--- config.mk ---
export PLATFORM = sky130hd
export DESIGN_NAME = cs_loader
export DESIGN_NICKNAME = d
export VERILOG_FILES = /design/src/rtl/cs_loader.sv
export SDC_FILE = /design/constraint.sdc
export NUM_CORES = 1
export LEC_CHECK = 0
export CAP_MARGIN = 20
export CORE_MARGIN = 1
export CORE_UTILIZATION = 47
export DETAILED_ROUTE_END_ITERATION = 6
export PLACE_DENSITY = 0.85
export SYNTH_ARGS = -nofsm -noshare
export SYNTH_HDL_FRONTEND = slang
export SYNTH_SLANG_ARGS = --single-unit
export TNS_END_PERCENT = 30
--- constraint.sdc ---
create_clock -name clk -period 3.4 [get_ports clk]
set_clock_uncertainty 0.15 [all_clocks]
set_input_delay 0.34 -clock clk [delete_from_list [all_inputs] [get_ports clk]]
set_output_delay 0.34 -clock clk [all_outputs]
set_load 0.03 [all_outputs]
--- src/rtl/cs_loader.sv ---
`default_nettype none
// ============================================================================
//  Module   : cs_loader
//  Purpose  : Power-on control store loader. After reset (or a reload request
//             once loaded) copies DEPTH = 2**ADDR_WIDTH microcode words from
//             the EPROM into the control store RAM, then raises cs_ready.
//  Revision : 1.0  initial release
// ----------------------------------------------------------------------------
//  Ports
//    clk       in   1           system clock, rising edge
//    _reset    in   1           asynchronous active-low reset
//    reload    in   1           request a fresh copy (honoured only when loaded)
//    rom_data  in   DATA_WIDTH  EPROM read data
//    rom_addr  out  ADDR_WIDTH  EPROM address
//    rom_oe    out  1           EPROM output enable, active high
//    ram_addr  out  ADDR_WIDTH  control store RAM address
//    ram_data  out  DATA_WIDTH  control store RAM write data
//    ram__w    out  1           control store RAM write strobe, active low
//    busy      out  1           copy in progress
//    cs_ready  out  1           control store loaded and valid (registered)
// ============================================================================
module cs_loader #(
  parameter int ADDR_WIDTH  = 8,
  parameter int DATA_WIDTH  = 64,
  parameter int ROM_LATENCY = 1   // legal range 1..15
) (
  input  logic                  clk,
  input  logic                  _reset,
  input  logic                  reload,
  input  logic [DATA_WIDTH-1:0] rom_data,
  output logic [ADDR_WIDTH-1:0] rom_addr,
  output logic                  rom_oe,
  output logic [ADDR_WIDTH-1:0] ram_addr,
  output logic [DATA_WIDTH-1:0] ram_data,
  output logic                  ram__w,
  output logic                  busy,
  output logic                  cs_ready
);

  typedef enum logic [2:0] {
    S_IDLE    = 3'd0,
    S_FETCH   = 3'd1,
    S_WRITE   = 3'd2,
    S_RECOVER = 3'd3,
    S_DONE    = 3'd4
  } state_t;

  localparam logic [ADDR_WIDTH-1:0] LAST_ADDR = '1;                 // DEPTH-1
  localparam logic [3:0]            WAIT_LAST = 4'(ROM_LATENCY - 1);

  state_t                state_q, state_d;
  logic [ADDR_WIDTH-1:0] addr_q, addr_d;
  logic [ADDR_WIDTH-1:0] ram_addr_q, ram_addr_d;
  logic [DATA_WIDTH-1:0] data_q, data_d;
  logic [3:0]            wait_q, wait_d;
  logic                  rom_oe_q, ram_w_n_q, busy_q, cs_ready_q;

  // Next-state and datapath decode.
  always_comb begin
    state_d    = state_q;
    addr_d     = addr_q;
    data_d     = data_q;
    wait_d     = wait_q;
    ram_addr_d = ram_addr_q;
    unique case (state_q)
      S_IDLE: begin
        state_d = S_FETCH;
        addr_d  = '0;
        wait_d  = '0;
      end
      S_FETCH: begin
        wait_d = wait_q + 4'd1;
        if (wait_q == WAIT_LAST) begin
          // ram_addr and ram_data change on the same edge that drops the
          // strobe and then stay put through RECOVER for RAM hold time.
          data_d     = rom_data;
          ram_addr_d = addr_q;
          state_d    = S_WRITE;
        end
      end
      S_WRITE: begin
        state_d = S_RECOVER;
      end
      S_RECOVER: begin
        if (addr_q == LAST_ADDR) begin
          state_d = S_DONE;
        end else begin
          addr_d  = addr_q + ADDR_WIDTH'(1);
          wait_d  = '0;
          state_d = S_FETCH;
        end
      end
      S_DONE: begin
        if (reload) begin
          state_d = S_IDLE;
        end
      end
      default: begin
        state_d = S_IDLE;
      end
    endcase
  end

  // State register. Control outputs are flops loaded from the next state so
  // they switch exactly with the state and never glitch (cs_ready drives the
  // control-store clock mux and the master reset).
  always_ff @(posedge clk or negedge _reset) begin
    if (!_reset) begin
      state_q    <= S_IDLE;
      addr_q     <= '0;
      data_q     <= '0;
      wait_q     <= '0;
      ram_addr_q <= '0;
      rom_oe_q   <= 1'b0;
      ram_w_n_q  <= 1'b1;
      busy_q     <= 1'b0;
      cs_ready_q <= 1'b0;
    end else begin
      state_q    <= state_d;
      addr_q     <= addr_d;
      data_q     <= data_d;
      wait_q     <= wait_d;
      ram_addr_q <= ram_addr_d;
      rom_oe_q   <= (state_d == S_FETCH);
      ram_w_n_q  <= (state_d != S_WRITE);
      busy_q     <= (state_d inside {S_FETCH, S_WRITE, S_RECOVER});
      cs_ready_q <= (state_d == S_DONE);
    end
  end

  assign rom_addr = addr_q;
  assign rom_oe   = rom_oe_q;
  assign ram_addr = ram_addr_q;
  assign ram_data = data_q;
  assign ram__w   = ram_w_n_q;
  assign busy     = busy_q;
  assign cs_ready = cs_ready_q;

endmodule
`default_nettype wire

---- Yosys cells after proc, flatten, opt, wreduce, memory -nomap -nowiden ----
Cells that the tools add are included.
operators by class
  add/sub/neg operators ................... 2
  multiply operators ...................... 0
  div/mod/pow operators ................... 0
  magnitude comparators ................... 0
  equal/unequal tests ..................... 11
  shift operators ......................... 0
  multiplexer cells ....................... 8
  bitwise operators ....................... 0
  reduce and logical (&&, ||, !) cells .... 8
operators by type and width
  kind                                                                   count
  8-bit case mux with 2 select lines                                     1
  3-bit case mux with 5 select lines                                     1
  3-bit by 2-bit equality test with 1-bit output, second input constant  4
  4-bit case mux with 3 select lines                                     1
  3-bit two-way mux                                                      3
  8-bit by 1-bit adder with 8-bit output, second input constant          1
  8-bit equality test, second input constant                             1
  8-bit two-way mux                                                      1
  3-bit by 1-bit equality test with 1-bit output, second input constant  2
  3-bit equality test, second input constant                             2
  2-bit AND reduction                                                    3
  3-bit nonzero test                                                     2
  4-bit by 1-bit adder with 4-bit output, second input constant          1
  4-bit zero test                                                        1
  4-bit two-way mux                                                      1
  3-bit zero test                                                        1
  3-bit by 2-bit != test with 1-bit output, second input constant        1
  2-bit != test, second input constant                                   1
  2-bit nonzero test                                                     1
word-level totals
  register bits after elaboration ......... 91
  bits in latches ......................... 0
  RAM bits ................................ 0
  ROM bits ................................ 0
  input bits .............................. 67
  output and inout bits ................... 84
  logic and storage cells ................. 38
  memories kept ........................... 0

---- Logic depth before layout (Yosys ltp) ----
Gate-level depths: netlist (run 1).
  depth in word-level cells ............... 5
  depth in mapped cells ................... 6
  mapped depth without buffers ............ 5

---- Least setup slack after synthesis (run 1) ----
Ideal clock, no wire load.
  path type ............................... register -> register
  from .................................... reg addr_q[0] (netlist: rom_addr[0])
  to ...................................... reg addr_q[0] (netlist: rom_addr[0])
  setup time .............................. 0.147 ns
  arrival time ............................ 1.645 ns
  data required time ...................... 3.103 ns
  setup slack ............................. 1.458 ns
  cell stages (with the launch flop) ...... 7
  cells stage by stage .................... dfrtp_1 > ha_1 > and3_1 > buf_2 > a21bo_1 > a21oi_2 > a31oi_1
on the way
  cells in the longest elaborated chain, start to end .. 3
  elaborated cells on any way between the ends .. 6
ends and longest elaborated chain
  element                                                                               line    text
  start, declared                                                                       52      logic [ADDR_WIDTH-1:0] addr_q, addr_d;
  start signal, assigned                                                                120     addr_q <= addr_d;
  8-bit by 1-bit adder with 8-bit output / 8-bit equality test (equally long branches)  88, 85
  8-bit two-way mux / 2-bit != test (equally long branches)                             --
  8-bit case mux with 2 select lines / 2-bit AND reduction (equally long branches)      --
Parallel ways exist; a longest one is shown, timed or not. The select of a mux whose other input is x is not followed.
A chain may end at the register's enable or synchronous reset.

---- Worst setup path after layout (run 1) ----
  from .................................... reg wait_q[0]
  to ...................................... reg data_q[40] (netlist: ram_data[40])
on the way
  cells in the longest elaborated chain, start to end .. 2
ends and longest elaborated chain
  element                               line  text
  start, declared                       55    logic [3:0] wait_q, wait_d;
  start signal, assigned                122   wait_q <= wait_d;
  4-bit zero test                       73    if (wait_q == WAIT_LAST) begin
  2-bit AND reduction (no source line)  --
  end signal, assigned                  121   data_q <= data_d;
  end, declared                         54    logic [DATA_WIDTH-1:0] data_q, data_d;
Every way passes these cells.

==> results of run 1 <==
## layer usage
layer / track usage, % / vias to the layer above / wire length (µm)
li1: - / 1183 / -
met1: 26.63 / 1239 / 3733
met2: 32.41 / 110 / 4136
met3: 4.045 / 10 / 522
met4: 7.308 / 0 / 102
met5: 0 / - / 0
## repair_timing
action	CTS	global route
setup endpoints to repair	0	0
hold buffers	1	0
endpoints found under the hold margin	54	0
setup buffers	0	0
## cells by family after synthesis
logic type      after synthesis  share of synthesized area [%]
simple gates                 34                          5.290
buf+inv                      18                          3.168
flops                        91                          57.68
compound gates               23                          4.847
fa+ha+maj                     3                         0.9504
xor+xnor                      1                         0.2218
mux                          75                          27.84
## registers in the layout, indices dropped and copies added (netlist names)
register	flops
busy	1
ram_addr	8
wait_q	4
rom_oe	1
rom_addr	8
cs_ready	1
ram_data	64
state_q	3
ram__w	1
## final cells by class
class                           instances  area (µm²)
Clock buffer                           11       141.4
Clock inverter                          5       60.06
Fill cell                             572        2440
Inverter                                7       26.28
Multi-Input combinational cell        136        1546
Sequential cell                        91        2278
Tap cell                              105       131.4
Timing Repair Buffer                  155        1551
## final timing paths
path,from,to,slack (ps)
min,ram_data[41],ram_data[41],350
max in group asynchronous,_reset,ram__w,1860
min in group asynchronous,_reset,ram_data[25],440
max reg2reg,wait_q[0],ram_data[40],1110
min reg2reg,ram_data[41],ram_data[41],350
max,wait_q[0],ram_data[40],1110
## per-stage QoR
step	util (%)	hold WS (ps)	power [mW]	area (µm²)	setup slack (ps)
after floorplan	-	-105.6	4.271	3950	1458
after detailed placement	67.57	281.7	5.433	5524	1151
after global routing	70.16	375.9	6.440	5736	1054
after global placement	67.57	271.6	5.335	5524	1232
final	70.16	349.3	6.134	5736	1113
after CTS	70.16	357.9	6.189	5736	1150
## cell usage in the layout, fill, tap and decap left out, types with 2 or more instances in the layout
cell,instances
o21ai_1,4
a31oi_1,3
nor3_1,2
mux2i_1,3
clkbuf_8,10
mux2_1,3
nor2b_1,2
inv_1,6
and3_1,2
ha_1,3
nand4_1,3
buf_4,4
mux2_4,69
o41ai_1,2
nand3_1,2
nor2_1,6
nand2_1,9
clkdlybuf4s50_1,149
dfrtp_1,90
a21oi_1,2
## power by group through the flow
stage,logic [mW],registers [mW],clock network [mW]
floorplan,1.57,2.70,0
finish,3.53,1.87,0.732
CTS,3.56,1.88,0.756
detailed placement,3.54,1.89,0
global placement,3.47,1.87,0
global route,3.70,1.94,0.804
## worst max-delay path, cell delays in order, from the launching register on
cell and delay, ps:
dfrtp_1 400, inv_1 90, ha_1 190, and3_1 240
nand2_4 330, buf_4 400, mux2_1 360
==> results.json, run 1 <==
{
  "vias": 2542,
  "drv_cap": 0,
  "seq_area_frac_synth_pct": 57.68,
  "grt_pass1_wl_mm": 13.21,
  "viasPerCell": 4.984,
  "grt_max_degree": 57,
  "synth_edf_count": 0,
  "setup_violations": 0,
  "sw_frac_of_total_pct": 39.00,
  "min_period_ps": 2287,
  "crit_path_end_kind": "flip-flop",
  "yosys-top-cells-count": "90 x dfrtp_1, 69 x mux2_4, 9 x nand2_1",
  "slew_violations": 0,
  "syn_avg_cell_area_um2": 16.12,
  "reg2regPathDepth": 6,
  "die_width_um": 93.68,
  "io_buffers": 150,
  "fin_tns_setup_ps": 0,
  "nets": 470,
  "worst_setup_path_start_kind": "flip-flop",
  "antenna_found_initial": 0,
  "synth-main-ff-cell": "dfrtp_1",
  "ys_seq_elements": 91,
  "numCtsBuffers": 9,
  "diodes": 0,
  "design.die.area_mm2": 0.008775,
  "place.gp.congestion": 0.8205,
  "drcViolationCount": 0,
  "comb_power_share_pct": 57.5,
  "cp_max_fo": 21,
  "synth_top_area_share_pct": 57.02,
  "dp_hpwl_mm": 6.187,
  "clk_latency_ps": 350,
  "clock-sinks": 91,
  "start_util_pct": 48.32,
  "grt_pass1_vias": 2504,
  "core-area_mm2": 0.008175,
  "holdPathStages": 1,
  "crit_required_ps": 3480,
  "io_pins": 151,
  "syn_area_mm2": 0.003950,
  "core.rowCount": 33,
  "hold_viol": 0,
  "dr.pass1.iters": 4,
  "clk_pin_slew_worst_paths_ps": 90,
  "layout-drive-gt1-share_pct": 24.44,
  "fmax_ghz": 0.4373,
  "drt_iter0_drc": 84,
  "drt_wl_total_mm": 8.494,
  "clock_power_share_pct": 11.9,
  "p_int_mw": 3.742,
  "peakVddDrop_uv": 815.8,
  "clock-root-buffer": "clkbuf_8",
  "p_per_area_mw_per_mm2": 1069,
  "switchingPower_mw": 2.392,
  "post_drt_wl_per_cell_um": 16.65,
  "track_usage_pct": 19.97,
  "ys_top_cells_by_area": "dfrtp_1 57%, mux2_4 26%, buf_6 2.0%",
  "overflow": 0,
  "syn_nets": 315,
  "synth.distinct_cells": 42,
  "ys_warn_count": 0,
  "synth_cells": 245,
  "yosys.area.top_type": "dfrtp_1",
  "area_delta_synth_final_pct": 45.20,
  "cts_repair_resize_count": 0,
  "p_leak_nw": 2.638,
  "layout.cells.non_filler": 510,
  "rsz0062_at_grt": "no",
  "arrival_ps": 2370,
  "crit_type": "flip-flop to flip-flop",
  "ant_nets": 0,
  "ctsHtreeMaxLevel": 3,
  "max-slew-margin-rel_pct": 54.27,
  "async_flop_share_pct": 100.0,
  "hold_class": "flip-flop to flip-flop",
  "cts_tree": "done",
  "clockBufferDepth": 2,
  "yosysMostFrequentCell": "dfrtp_1",
  "dp.cells": 493,
  "pwr-share-seq_pct": 30.6,
  "worst_slew_pin_slew_ps": 686.0,
  "status": "complete, no violations",
  "die_h_um": 93.68,
  "fin_crit_sh_pct": 67.26
}
Power figures use the tool's default switching activity.
==> run 2, diff against run 1 <==
- CORE_UTILIZATION: 47 -> 44
- PLACE_DENSITY: 0.85 -> 0.8
- clock period: 3.4 -> 2.4 ns (I/O delays scaled with it)
==> run 2 against run 1 <==
Against the previous run:
- clock power is 32% higher
- sequential power increased by 42%
- via count grew 0.71%
- sequential cell count unchanged
- combinational power is 44% higher
- sequential share of layout area decreased by 0.16 points
- final area increased by 0.39%
- non-clock buffer count is 1 higher
- worst setup slack got worse by 730 ps
- global-route usage decreased by 1.2 points
- total power up 42%
- critical path type unchanged
- highest routed layer unchanged
==> results.json, run 2 (synthesis gave the netlist of run 1 again) <==
{
  "fin_crit_sh_pct": 84.05,
  "dr.pass1.iters": 4,
  "setup_ws_ps": 382.9,
  "clockBufferDepth": 2,
  "crit_required_ps": 2480,
  "clock-sinks": 91,
  "diodes": 0,
  "worst_setup_path_start_kind": "flip-flop",
  "place_area_mm2": 0.005560,
  "cp_num_buf_inv": 2,
  "design.die.area_mm2": 0.009361,
  "topRoutingLayerUsed": "met4",
  "io_buffers": 150,
  "grt_pass1_vias": 2650,
  "worst_slew_pin_slew_ps": 540.7,
  "drv_cap": 0,
  "num-fill-cells": 620,
  "critical-path-max-stage-delay_ps": 370,
  "dp.cells": 497,
  "final_common_cell": "clkdlybuf4s50_1",
  "grt_max_degree": 51,
  "layout-drive-gt1-share_pct": 24.88,
  "reg2regPathDepth": 6,
  "post_drt_wl_per_cell_um": 16.54,
  "timing.hold.ws_ps": 253.2,
  "final_cell_mix": "149 x clkdlybuf4s50_1, 90 x dfrtp_1, 69 x mux2_4",
  "wl_met2_mm": 4.149,
  "start_util_pct": 45.29,
  "track_usage_pct": 18.81,
  "layout.cells.non_filler": 514,
  "slew_violations": 0,
  "rrSetupSlack_ps": 380,
  "grt_pass1_wl_mm": 13.92,
  "die_h_um": 96.75,
  "area_delta_synth_final_pct": 45.77,
  "ant_nets": 0,
  "cts_tree": "done",
  "core.rowCount": 34,
  "post-route-cell-area_mm2": 0.005758,
  "dp_hpwl_mm": 6.182,
  "finalPower_mw": 8.688,
  "post-route-util_pct": 66.03,
  "drt_iter0_drc": 76,
  "nets": 471,
  "timing.rr.end": "ram_data[41]",
  "ff_latch_area_mm2": 0.002278,
  "peakVddDrop_uv": 822.5,
  "arrival_ps": 2100,
  "clock-root-buffer": "clkbuf_8",
  "cp_max_fo": 29,
  "min_period_ps": 2017,
  "cp_cell_sequence": "inv_1 -> ha_1 -> and3_1 -> nand2_4 -> buf_12 -> mux2_1",
  "rsz0062_at_grt": "no",
  "fmax_ghz": 0.4958,
  "die_width_um": 96.75,
  "wl_met1_mm": 3.798,
  "hold_viol": 0,
  "drcViolationCount": 0,
  "overflow": 0,
  "clk_pin_slew_worst_paths_ps": 90,
  "vias": 2560,
  "wl_met3_um": 391,
  "drt_wl_total_mm": 8.504,
  "io_pins": 151,
  "core-area_mm2": 0.008721,
  "fin_tns_setup_ps": 0,
  "r2r_start": "wait_q[0]",
  "max-slew-margin-rel_pct": 63.95,
  "cp_slowest_cell": "dfrtp_1",
  "place.gp.congestion": 0.7527,
  "status": "complete, no violations",
  "critical-path-top-delay-family": "simple AND/OR/NAND/NOR gates",
  "crit_path_end_kind": "flip-flop",
  "numCtsBuffers": 9,
  "viasPerCell": 4.981,
  "multi_input_area_mm2": 0.001546,
  "crit_type": "flip-flop to flip-flop",
  "antenna_found_initial": 0,
  "hold_class": "input port to async pin",
  "clk_latency_ps": 340,
  "p_leak_nw": 2.641,
  "ctsHtreeMaxLevel": 3,
  "p_per_area_mw_per_mm2": 1509,
  "dp_slack_ps": 376.7,
  "largest_reg_flops": 64,
  "setup_violations": 0
}
[run 2: cell types whose count changed in the layout (fill, tap and decap cells not counted)]
cell	before	now
buf_12	1	3
buf_4	4	3
bufinv_16	1	0
clkbuf_1	1	0
clkbuf_8	10	11
clkinv_4	1	0
clkinvlp_4	1	3
[run 2: worst register-to-register path, delay by kind of cell, from the launching register on]
kind	cells	cell delay (ps)
adder cells (fa/ha/maj)	1	200
multiplexers	1	380
flip-flops	1	370
buffers and inverters	2	350
AND/OR/NAND/NOR	2	460
[run 2: area by class of cell]
type	count	area share [%]
well taps	108	2.347
inverters	7	0.4563
repair buffers	156	27.51
multi-input cells	136	26.86
flip-flops and latches	91	39.57
clock inverters	5	0.6302
clock buffers	11	2.629
[run 2: power by group]
part	internal [mW]	switching [mW]	total, mW
Clock	0.435	0.534	0.969
Sequential	2.21	0.436	2.65
Combinational	2.63	2.45	5.07
[run 2: how the worst max path moves through the flow]
| stage | start | to | slack, ps | depth (start not counted) |
|---|---|---|---|---|
| after detailed placement | wait_q[0] | ram_data[39] | 380 | 6 |
| after global routing | wait_q[0] | ram_data[39] | 300 | 6 |
| final | wait_q[0] | ram_data[41] | 380 | 6 |
| after global placement | wait_q[0] | ram_data[39] | 470 | 6 |
| after floorplan | rom_addr[0] | rom_addr[0] | 460 | 6 |
| after CTS | wait_q[0] | ram_data[41] | 370 | 6 |
[run 2: what timing repair did]
item | in CTS | in global routing
endpoints found under the hold margin | 41 | 0
hold buffers | 1 | 0
setup buffers | 0 | 0
gates resized for setup | 0 | 0
[run 2: metal layers]
metal  up-vias  GRT usage, %
met3        15         4.046
met4         0         7.003
met1      1268         25.66
met2        93         29.58
li1       1184             -
met5         -             0
